===== src/rtl/arb_pkg.sv =====
// Shared types and constants for the SRAM two-master arbiter.
// SRAM_ARB_RESP_BYPASS_EN: when defined the RESP state is removed and the
// response is forwarded combinationally from WAIT.
package arb_pkg;

  localparam int unsigned ARB_ADDR_W = 32;
  localparam int unsigned ARB_DATA_W = 32;
  localparam int unsigned ARB_WEN_W  = 4;

  // Owner encoding: which upstream port issued the in-flight transaction
  localparam logic OWN_INST = 1'b0;
  localparam logic OWN_DATA = 1'b1;

`ifdef SRAM_ARB_RESP_BYPASS_EN
  typedef enum logic [1:0] {
    ST_IDLE = 2'd0,
    ST_ADDR = 2'd1,
    ST_WAIT = 2'd2
  } arb_state_e;
`else
  typedef enum logic [1:0] {
    ST_IDLE = 2'd0,
    ST_ADDR = 2'd1,
    ST_WAIT = 2'd2,
    ST_RESP = 2'd3
  } arb_state_e;
`endif

endpackage


===== src/rtl/sram_mem_arbiter_rr_pick.sv =====
// Round-robin pick between fetch and data requests.
module rr_pick
  import arb_pkg::*;
(
  input  logic inst_req,
  input  logic data_req,
  input  logic last_owner,
  output logic grant_c,
  output logic owner_c
);

  // On conflict the side not granted last wins; otherwise the sole requester
  always_comb begin
    grant_c = inst_req | data_req;
    owner_c = OWN_INST;
    if (inst_req && data_req) begin
      owner_c = ~last_owner;
    end else if (data_req) begin
      owner_c = OWN_DATA;
    end
  end

endmodule


===== src/rtl/sram_mem_arbiter.sv =====
// Two-master (fetch/data) arbiter onto a single SRAM-style handshake port.
// One transaction in flight; round-robin on conflict.
// SRAM_ARB_RESP_BYPASS_EN: forward mem_data_ok/mem_rdata straight upstream
// from WAIT (2-cycle latency) instead of via the registered RESP state.
module sram_mem_arbiter
  import arb_pkg::*;
#(
  parameter int unsigned ADDR_W = ARB_ADDR_W
) (
  input  logic                  clk,
  input  logic                  resetn,
  // fetch side
  input  logic                  inst_req,
  input  logic [ADDR_W-1:0]     inst_addr,
  output logic                  inst_addr_ok,
  output logic                  inst_data_ok,
  output logic [ARB_DATA_W-1:0] inst_rdata,
  // data side
  input  logic                  data_req,
  input  logic [ARB_WEN_W-1:0]  data_wen,
  input  logic [ADDR_W-1:0]     data_addr,
  input  logic [ARB_DATA_W-1:0] data_wdata,
  output logic                  data_addr_ok,
  output logic                  data_data_ok,
  output logic [ARB_DATA_W-1:0] data_rdata,
  // memory side
  output logic                  mem_req,
  output logic [ARB_WEN_W-1:0]  mem_wen,
  output logic [ADDR_W-1:0]     mem_addr,
  output logic [ARB_DATA_W-1:0] mem_wdata,
  input  logic                  mem_addr_ok,
  input  logic                  mem_data_ok,
  input  logic [ARB_DATA_W-1:0] mem_rdata
);

  arb_state_e            state_q, state_d;
  logic                  owner_q, owner_d;
  logic                  last_owner_q, last_owner_d;
  logic                  mem_req_q, mem_req_d;
  logic [ARB_WEN_W-1:0]  mem_wen_q, mem_wen_d;
  logic [ADDR_W-1:0]     mem_addr_q, mem_addr_d;
  logic [ARB_DATA_W-1:0] mem_wdata_q, mem_wdata_d;
  logic [ARB_DATA_W-1:0] inst_rdata_q, inst_rdata_d;
  logic [ARB_DATA_W-1:0] data_rdata_q, data_rdata_d;

  logic grant_c, win_owner_c;
  logic inst_addr_ok_c, data_addr_ok_c;
  logic inst_data_ok_c, data_data_ok_c;

  rr_pick u_rr_pick (
    .inst_req   (inst_req),
    .data_req   (data_req),
    .last_owner (last_owner_q),
    .grant_c    (grant_c),
    .owner_c    (win_owner_c)
  );

  // Next-state, field latching and upstream handshake decode
  always_comb begin
    state_d        = state_q;
    owner_d        = owner_q;
    last_owner_d   = last_owner_q;
    mem_req_d      = mem_req_q;
    mem_wen_d      = mem_wen_q;
    mem_addr_d     = mem_addr_q;
    mem_wdata_d    = mem_wdata_q;
    inst_rdata_d   = inst_rdata_q;
    data_rdata_d   = data_rdata_q;
    inst_addr_ok_c = 1'b0;
    data_addr_ok_c = 1'b0;
    inst_data_ok_c = 1'b0;
    data_data_ok_c = 1'b0;

    unique case (state_q)
      ST_IDLE: begin
        if (grant_c) begin
          state_d      = ST_ADDR;
          owner_d      = win_owner_c;
          last_owner_d = win_owner_c;
          mem_req_d    = 1'b1;
          if (win_owner_c == OWN_DATA) begin
            data_addr_ok_c = 1'b1;
            mem_wen_d      = data_wen;
            mem_addr_d     = data_addr;
            mem_wdata_d    = data_wdata;
          end else begin
            inst_addr_ok_c = 1'b1;
            mem_wen_d      = ARB_WEN_W'(0);
            mem_addr_d     = inst_addr;
            mem_wdata_d    = ARB_DATA_W'(0);
          end
        end
      end

      ST_ADDR: begin
        if (mem_addr_ok) begin
          mem_req_d = 1'b0;
          state_d   = ST_WAIT;
        end
      end

      ST_WAIT: begin
        if (mem_data_ok) begin
          if (owner_q == OWN_DATA) begin
            data_rdata_d   = mem_rdata;
            data_data_ok_c = 1'b1;
          end else begin
            inst_rdata_d   = mem_rdata;
            inst_data_ok_c = 1'b1;
          end
`ifdef SRAM_ARB_RESP_BYPASS_EN
          state_d = ST_IDLE;
`else
          state_d = ST_RESP;
`endif
        end
      end

`ifndef SRAM_ARB_RESP_BYPASS_EN
      ST_RESP: begin
        state_d = ST_IDLE;
      end
`endif

      default: begin
        state_d = ST_IDLE;
      end
    endcase
  end

  // State and transaction registers
  always_ff @(posedge clk or negedge resetn) begin
    if (!resetn) begin
      state_q      <= ST_IDLE;
      owner_q      <= OWN_INST;
      last_owner_q <= OWN_INST;
      mem_req_q    <= 1'b0;
      mem_wen_q    <= '0;
      mem_addr_q   <= '0;
      mem_wdata_q  <= '0;
      inst_rdata_q <= '0;
      data_rdata_q <= '0;
    end else begin
      state_q      <= state_d;
      owner_q      <= owner_d;
      last_owner_q <= last_owner_d;
      mem_req_q    <= mem_req_d;
      mem_wen_q    <= mem_wen_d;
      mem_addr_q   <= mem_addr_d;
      mem_wdata_q  <= mem_wdata_d;
      inst_rdata_q <= inst_rdata_d;
      data_rdata_q <= data_rdata_d;
    end
  end

  // addr_ok is a same-cycle accept; held off while reset is asserted
  assign inst_addr_ok = inst_addr_ok_c & resetn;
  assign data_addr_ok = data_addr_ok_c & resetn;

  assign mem_req   = mem_req_q;
  assign mem_wen   = mem_wen_q;
  assign mem_addr  = mem_addr_q;
  assign mem_wdata = mem_wdata_q;

`ifdef SRAM_ARB_RESP_BYPASS_EN
  // Response forwarded in the WAIT cycle; registers hold it afterwards
  assign inst_data_ok = inst_data_ok_c;
  assign data_data_ok = data_data_ok_c;
  assign inst_rdata   = inst_data_ok_c ? mem_rdata : inst_rdata_q;
  assign data_rdata   = data_data_ok_c ? mem_rdata : data_rdata_q;
`else
  logic inst_data_ok_q, data_data_ok_q;

  // One-cycle registered data_ok pulse, coincident with the RESP state
  always_ff @(posedge clk or negedge resetn) begin
    if (!resetn) begin
      inst_data_ok_q <= 1'b0;
      data_data_ok_q <= 1'b0;
    end else begin
      inst_data_ok_q <= inst_data_ok_c;
      data_data_ok_q <= data_data_ok_c;
    end
  end

  assign inst_data_ok = inst_data_ok_q;
  assign data_data_ok = data_data_ok_q;
  assign inst_rdata   = inst_rdata_q;
  assign data_rdata   = data_rdata_q;
`endif

endmodule

===== config.mk =====
export PLATFORM = sky130hd
export DESIGN_NAME = sram_mem_arbiter
export DESIGN_NICKNAME = d
export VERILOG_FILES = /design/src/rtl/arb_pkg.sv /design/src/rtl/sram_mem_arbiter_rr_pick.sv /design/src/rtl/sram_mem_arbiter.sv
export SDC_FILE = /design/constraint.sdc
export NUM_CORES = 1
export LEC_CHECK = 0
export CAP_MARGIN = 40
export CORE_ASPECT_RATIO = 1.2
export CORE_UTILIZATION = 37
export CTS_BUF_LIST = sky130_fd_sc_hd__clkbuf_8
export CTS_CLUSTER_DIAMETER = 100
export DETAILED_ROUTE_END_ITERATION = 6
export PLACE_DENSITY = 0.83
export SYNTH_ARGS = -nofsm -noshare
export SYNTH_HDL_FRONTEND = slang
export SYNTH_SLANG_ARGS = --single-unit

===== constraint.sdc =====
create_clock -name clk -period 3.3 [get_ports clk]
set_clock_uncertainty 0.15 [all_clocks]
set_input_delay 0.66 -clock clk [delete_from_list [all_inputs] [get_ports clk]]
set_output_delay 0.66 -clock clk [all_outputs]
set_load 0.005 [all_outputs]

==> metrics.txt, run 1 <==
Worst-Margin Slew 0.801 ns; total grt overflow 0; clk sinks 138; clock tree buffer depth 2; DPL Wire Length 10900 um; per-cell routed wire length 18.3 um; Static Leak 3.77 nW; Post-Syn Area 0.00532 mm^2; final setup fails 0; area of the die 0.0149 mm^2; Max Fclk 0.325 GHz; CP Data Required Time 2.49 ns; DRC marker count from the first detailed-route iteration 163; total core area 0.0139 mm^2; Synth top area share 64.9%; type of the worst setup path primary input to output pin; Post-CTS Setup Inserts 0; synth warn 0; MaxCap Viol Count 0; layout cells sized above 1 8.20%; largest delay contributor family on the critical path buffers and inverters; Post-DP Area 0.00832 mm^2; largest net degree at the start of global routing 70; buffers added on ports 274; clk_lat worst skew 0.42 ns; flop2flop setup slack 1.06 ns; Worst Setup SP resetn; n_diodes 0; vias per inst 5.10; CP max-delay cell dlygate4sd3_1; crit-path max FO 30; routability congestion estimate from global placement 0.796; # fillers 1062; largest cells by area after synthesis dfrtp_1 65%, mux2_1 12%, a22o_1 6.1%; Synth area leader dfrtp_1; Post-Route WL 15000 um; final cell count without fillers 817; Placed Instances 785; routing usage on met2 36.3%; Starting Density 38.2%; Layout area overhead 63.8%; Pins Over Slew Limit 0; Fin Setup TNS 0 ns; status finished with violations; Syn Nets 496; clock root buffer master clkbuf_8; critical path depth 4; RSZ-0062 raised after global routing false; die extent in x 111 um; Die H 133 um; reg2reg start state_q[0]$_DFFE_PN0P_; via count 4168; CP Capture Type output pin; unique cell type count in the Yosys netlist 23; first-pass GRT wire length 23900 um; FP Rows 47; htree depth 4; worst setup path end data_addr_ok; antenna viol nets, final 0; vias in the first global route 4630; DR pass1 iterations 6; met1 Use GR 23.2%; Post-Syn Instances 354; Final Critical Period 3.08 ns; Hold WS 0.341 ns; crit-path max cell delay 0.57 ns; gr usage total 20.9%; final hold vios 0; Avg Synthesized Cell Area 15.0 um^2; crit path cell chain dlygate4sd3_1, buf_6, and2_1, clkdlybuf4s50_1; PwrDens 866 mW/mm^2; fraction of the yosys area taken by sequential cells 64.9%; r2r worst-path depth 6; CTS clock-pin slew for the worst setup and hold paths 0.08 ns; commonest non-fill, non-tap cell in the layout clkdlybuf4s50_1; commonest non-fill, non-tap cells in the layout 273 x clkdlybuf4s50_1, 138 x dfrtp_1, 59 x mux2_1; Nets 776; Tcrit/Tclk final 93.2%; finished layout cell area 0.00872 mm^2; critical path arrival 2.27 ns; capturing point of the worst reg2reg path mem_wdata[18]$_DFFE_PN0P_; detailed-route DRC error count 16; VDD IR max 0.379 mV; CP bufs+invs 3; violated checks DRC; Num CTS Buffers 17; TritonCTS clock tree done; met3 usage 6.41%; crit start category primary input; Top Ports 275; #FFs+latches synth 138; min-delay worst type flop to flop; slew margin rel. 46.4%; antenna violations before repair 0; GRT Max-Usage Layer met2
-- synth_stat cells --
cell      number
a21o_1         2
a21oi_1        1
a21oi_2        2
a221o_1       32
a222oi_1       1
a22o_1        37
and2_0        29
and2_1         5
buf_2         16
buf_4          2
clkbuf_1       5
dfrtp_1      138
ha_1           4
inv_1          6
inv_2          1
mux2_1        59
mux2_2         6
nand2_1        2
nand2b_1       1
nand3_1        2
nor2_1         1
o21ai_1        1
o32a_1         1
-- kinds of logic (layout without fill, tap and decap cells) --
logic type / after synthesis / in the layout / synth area share [%]
adders and majority gates: 4 / 4 / 0.940
AOI/OAI and AO/OA: 77 / 77 / 13.3
DFF: 138 / 138 / 64.9
buffers and inverters: 30 / 322 / 2.63
and+or+nand+nor: 40 / 40 / 4.51
muxes: 65 / 65 / 13.8
-- report_power, final --
group	internal, mW	leakage [nW]	switching (mW)	total, mW
Combinational	2.15	1.86	1.13	3.28
Clock	0.726	0.205	0.637	1.36
Sequential	2.47	1.71	0.438	2.91
-- per-stage QoR --
stage	util, %	setup slack, ns	total power, mW
floorplan	-	1.19	4.11
global placement	59.3	0.332	6.07
detailed placement	59.7	0.336	6.25
CTS	62.6	0.201	7.66
global route	62.6	0.132	8.02
finish	62.6	0.224	7.55
-- area by class of cell --
cell class              count  area [um^2]  area share (%)
flip-flops and latches    138         3450            39.6
repair buffers            284         2870            33.0
multi-input cells         186         1760            20.2
clock buffers              20          275            3.16
well taps                 171          214            2.45
clock inverters            11          119            1.36
inverters                   7         26.3           0.301
-- state kept, by name (all words and copies together) (netlist names) --
register	flops
data_rdata	32
inst_rdata	32
mem_addr	32
mem_wdata	32
mem_wen	4
state_q	2
data_data_ok	1
inst_data_ok	1
last_owner_q	1
mem_req	1
-- per-layer routing --
layer	wire length [um]	vias to the layer above
li1	-	1864
met4	551	0
met5	0	-
met2	7750	202
met1	5620	2067
met3	1040	35
-- repair_timing --
| item | CTS | global route |
|---|---|---|
| endpoints found under the hold margin | 26 | 0 |
| hold buffers | 1 | 0 |
| gates resized for setup | 0 | 0 |
-- worst min path at each step --
stage,endpoint,slack (ns),depth (start not counted),from
floorplan,data_data_ok$_DFF_PN0_,0.21,0,resetn
global placement,inst_rdata[20]$_DFFE_PN0P_,0.32,1,inst_rdata[20]$_DFFE_PN0P_
detailed placement,data_rdata[18]$_DFFE_PN0P_,0.33,1,data_rdata[18]$_DFFE_PN0P_
CTS,inst_rdata[8]$_DFFE_PN0P_,0.35,1,inst_rdata[8]$_DFFE_PN0P_
global route,data_rdata[2]$_DFFE_PN0P_,0.36,1,data_rdata[2]$_DFFE_PN0P_
finish,data_rdata[18]$_DFFE_PN0P_,0.34,1,data_rdata[18]$_DFFE_PN0P_
-- worst reg2reg max path, cell delays in order, from the launching register on --
cell and delay (ns):
dfrtp_1 0.41, inv_1 0.12, ha_1 0.32, nand2_1 0.14, a21oi_4 0.14, buf_4 0.59, a22o_1 0.31
Note: power is estimated with default switching activity, not from simulation.
==> run 2, diff against run 1 <==
==> constraint.sdc (replaced) <==
create_clock -name clk -period 3.3 [get_ports clk]
set_clock_uncertainty 0.15 [all_clocks]
set_input_delay 0.66 -clock clk [delete_from_list [all_inputs] [get_ports clk]]
set_output_delay 0.66 -clock clk [all_outputs]
set_load 0.1 [all_outputs]
==> metrics.txt, run 2 (same netlist as run 1, synthesis figures left out) <==
status finished with violations; violated checks DRC; Num CTS Buffers 17 (unchanged); Post-DP Area 0.00798 mm^2 (-4.1%); CTS clock-pin slew for the worst setup and hold paths 0.08 ns (about the same); final setup fails 0 (unchanged); antenna viol nets, final 0 (unchanged); CP Data Required Time 2.49 ns (about the same); Max Fclk 0.363 GHz (+12%); crit start category flop; DRC marker count from the first detailed-route iteration 200 (+23%); Final Critical Period 2.75 ns (-0.322 ns); commonest non-fill, non-tap cells in the layout 142 x buf_4, 138 x dfrtp_1, 136 x clkdlybuf4s50_1; slew margin rel. 46.1% (-0.28 points); per-cell routed wire length 17.7 um (-3.5%); Layout area overhead 57.3%; Fin Setup TNS 0 ns (unchanged); met3 usage 5.00% (-1.4 points); type of the worst setup path flop to output pin; capturing point of the worst reg2reg path mem_addr[6]$_DFFE_PN0P_; post-cts repair resize count 0 (unchanged); Tcrit/Tclk final 83.5% (-9.8 points); via count 4101 (-1.6%); routability congestion estimate from global placement 0.783 (-1.7%); vias in the first global route 4256 (-8.1%); finished layout cell area 0.00837 mm^2 (-4.0%); worst setup path end data_addr_ok; Post-Route WL 14500 um (-3.4%); flop2flop setup slack 1.03 ns (-0.03 ns); total core area 0.0139 mm^2 (unchanged); htree depth 4 (unchanged); min-delay worst type flop to flop; final cell count without fillers 818 (+0.12%); layout cells sized above 1 29.4% (+21 points); Placed Instances 785 (unchanged); FP Rows 47 (unchanged); crit-path max FO 6 (-80%); antenna violations before repair 0 (unchanged); RSZ-0062 raised after global routing false; Post-CTS Setup Inserts 0 (unchanged); area of the die 0.0149 mm^2 (unchanged); GRT Max-Usage Layer met2; commonest non-fill, non-tap cell in the layout buf_4; routing usage on met2 34.2% (-2.0 points); Worst-Margin Slew 0.805 ns (+0.00425 ns); n_diodes 0 (unchanged); clk sinks 138 (unchanged); final hold vios 0 (unchanged); gr usage total 19.6% (-1.3 points); met1 Use GR 23.1% (-0.095 points); Top Ports 275 (unchanged); CP Capture Type output pin; buffers added on ports 274 (unchanged); Die H 133 um (unchanged); clock tree buffer depth 2 (unchanged); MaxCap Viol Count 0 (unchanged); reg2reg start state_q[1]$_DFFE_PN0P_; r2r worst-path depth 6 (unchanged); Worst Setup SP state_q[1]$_DFFE_PN0P_; clk_lat worst skew 0.42 ns (about the same); vias per inst 5.01 (-1.7%); largest net degree at the start of global routing 72 (+2.9%); DPL Wire Length 10500 um (-3.9%); detailed-route DRC error count 16 (unchanged); PnR worst setup slack 0.546 ns (+0.322 ns); total grt overflow 0 (unchanged); TritonCTS clock tree done; Pins Over Slew Limit 0 (unchanged); DR pass1 iterations 7 (+1); critical path arrival 1.94 ns (-0.33 ns); die extent in x 111 um (unchanged); first-pass GRT wire length 22300 um (-6.4%); Post-Place Worst Slack 0.557 ns (+0.221 ns); Starting Density 38.2% (unchanged); Nets 776 (unchanged); clock root buffer master clkbuf_8
run 2: worst min-delay path by stage:
stage	slack, ns	startpoint	endpoint	cells past startpoint
5_1_grt	0.36	data_rdata[10]$_DFFE_PN0P_	data_rdata[10]$_DFFE_PN0P_	1
6_report	0.34	data_rdata[16]$_DFFE_PN0P_	data_rdata[16]$_DFFE_PN0P_	1
3_5_place_dp	0.33	data_rdata[10]$_DFFE_PN0P_	data_rdata[10]$_DFFE_PN0P_	1
4_1_cts	0.35	inst_rdata[11]$_DFFE_PN0P_	inst_rdata[11]$_DFFE_PN0P_	1
3_3_place_gp	0.33	data_rdata[9]$_DFFE_PN0P_	data_rdata[9]$_DFFE_PN0P_	1
2_1_floorplan	0.21	resetn	data_data_ok$_DFF_PN0_	0
run 2: area by class of cell:
type | instances | area [um^2]
clock inverters | 15 | 150
flip-flops and latches | 138 | 3450
clock buffers | 17 | 234
repair buffers | 284 | 2540
fillers | 1101 | 5570
inverters | 7 | 26.3
multi-input cells | 186 | 1760
well taps | 171 | 214
run 2: worst max-delay path, cell delays in order (launching register included):
cell,delay [ns]
dfrtp_1,0.40
inv_1,0.12
ha_1,0.34
nand2_1,0.14
a21oi_4,0.15
and2_1,0.19
buf_12,0.18
run 2: what timing repair did:
| action | 4_1_cts | 5_1_grt |
|---|---|---|
| hold buffers | 1 | 0 |
| setup endpoints to repair | 0 | 0 |
| endpoints found under the hold margin | 13 | 0 |
run 2: stage by stage:
step | utilization, % | hold slack (ns)
finish | 60.1 | 0.344
global route | 60.1 | 0.359
CTS | 60.1 | 0.350
detailed placement | 57.2 | 0.332
global placement | 57.0 | 0.325
floorplan | - | 0.214
run 2: per-layer routing:
layer / vias up / wire length (um)
met2: 197 / 7610
li1: 1868 / -
met4: 0 / 171
met1: 2024 / 5790
met3: 12 / 876
met5: - / 0
Power of run 2 is left out: the tool's default activity adds up to more than one toggle a clock period on the data nets, which glitch-free logic cannot reach.
==> run 3, diff against run 2 <==
- clock period: 3.3 -> 2.65 ns (I/O delays scaled with it)
==> metrics.txt, run 3 (same netlist as run 1, synthesis figures left out) <==
DR pass1 iterations 6 (-1); Max Fclk 0.402 GHz; antenna violations before repair 0 (unchanged); buffers added on ports 274 (unchanged); area of the die 0.0149 mm^2 (unchanged); Final Critical Period 2.49 ns; CTS clock-pin slew for the worst setup and hold paths 0.07 ns (about the same); slew margin rel. 53.7% (+7.6 points); layout cells sized above 1 29.8% (+0.42 points); commonest non-fill, non-tap cells in the layout 142 x buf_4, 138 x dfrtp_1, 136 x clkdlybuf4s50_1; Post-Route WL 14600 um (+0.98%); Nets 777 (+0.13%); CP Data Required Time 1.97 ns (-0.52 ns); die extent in x 111 um (unchanged); Pins Over Slew Limit 0 (unchanged); clk sinks 138 (unchanged); gr usage total 20.3% (+0.72 points); type of the worst setup path flop to output pin; Tcrit/Tclk final 93.9%; MaxCap Viol Count 0 (unchanged); min-delay worst type flop to flop; wl on met1 5570 um (-3.8%); htree depth 4 (unchanged); Top Ports 275 (unchanged); n_diodes 0 (unchanged); vias per inst 5.02 (about the same); DRC marker count from the first detailed-route iteration 269 (+35%); clock tree buffer depth 2 (unchanged); Worst-Margin Slew 0.694 ns (-0.110 ns); commonest non-fill, non-tap cell in the layout buf_4; met2 WL 7640 um (+0.46%); total core area 0.0139 mm^2 (unchanged); violated checks DRC; first-pass GRT wire length 23300 um (+4.4%); CP Capture Type output pin; vias in the first global route 4514 (+6.1%); FP Rows 47 (unchanged); RSZ-0062 raised after global routing false; WL met3 926 um (+5.7%); Layout area overhead 58.9%; DPL Wire Length 10600 um (+0.49%); antenna viol nets, final 0 (unchanged); via count 4110 (+0.22%); status finished with violations; final hold vios 0 (unchanged); crit-path max FO 6 (unchanged); total grt overflow 0 (unchanged); routability congestion estimate from global placement 0.815 (+4.2%); critical path arrival 1.81 ns (-0.13 ns); largest net degree at the start of global routing 134 (+86%); detailed-route DRC error count 16 (unchanged); Starting Density 38.2% (unchanged); Num CTS Buffers 17 (unchanged); per-cell routed wire length 17.8 um (+0.86%); Fin Setup TNS 0 ns (unchanged); uppermost routed layer met4; clock root buffer master clkbuf_8; Post-CTS Setup Inserts 0 (unchanged); final setup fails 0 (unchanged); clk_lat worst skew 0.42 ns (about the same); crit start category flop; TritonCTS clock tree done; Die H 133 um (unchanged)
## run 3: path summary, 6_finish.rpt
kind	start	to	slack (ns)	cells past startpoint
min in group asynchronous	resetn	last_owner_q$_DFFE_PN0P_	0.36	2
max in group asynchronous	resetn	mem_addr[23]$_DFFE_PN0P_	1.11	3
max reg2reg	state_q[1]$_DFFE_PN0P_	mem_wdata[20]$_DFFE_PN0P_	0.43	7
min reg2reg	inst_rdata[9]$_DFFE_PN0P_	inst_rdata[9]$_DFFE_PN0P_	0.35	1
max	state_q[1]$_DFFE_PN0P_	data_addr_ok	0.16	6
min	inst_rdata[9]$_DFFE_PN0P_	inst_rdata[9]$_DFFE_PN0P_	0.35	1
## run 3: area by class of cell
class | count | area, um^2
inverters | 7 | 26.3
clock inverters | 14 | 196
fillers | 1072 | 5480
flip-flops and latches | 138 | 3450
well taps | 171 | 214
clock buffers | 18 | 248
multi-input cells | 186 | 1770
repair buffers | 285 | 2550
## run 3: layer usage
layer	track usage, %	vias up
met5	0	-
met4	9.08	0
met3	5.41	33
met2	35.6	188
met1	23.3	2020
li1	-	1869
## run 3: worst max-delay path, cell delays in order, from the launching register on
cell     delay, ns
dfrtp_1       0.42
inv_1         0.15
ha_4          0.20
nand2_1       0.09
a21oi_4       0.14
and2_1        0.19
buf_12        0.19
## run 3: what timing repair did
action,4_1_cts,5_1_grt
endpoints found under the setup margin,0,2
endpoints found under the hold margin,5,0
hold buffers,1,0
resized for setup,0,2
## run 3: per-stage QoR
step	worst slack, ns	utilization (%)	hold WS (ns)	std cells	area [um^2]
2_1_floorplan	0.0411	-	0.0844	354	5320
3_3_place_gp	0.202	57.3	0.192	786	7990
3_5_place_dp	0.108	57.3	0.192	786	7990
4_1_cts	0.0288	60.6	0.328	819	8440
5_1_grt	0.0522	60.7	0.341	819	8460
6_report	0.161	60.7	0.345	819	8460
Power of run 3 is left out for the same reason.
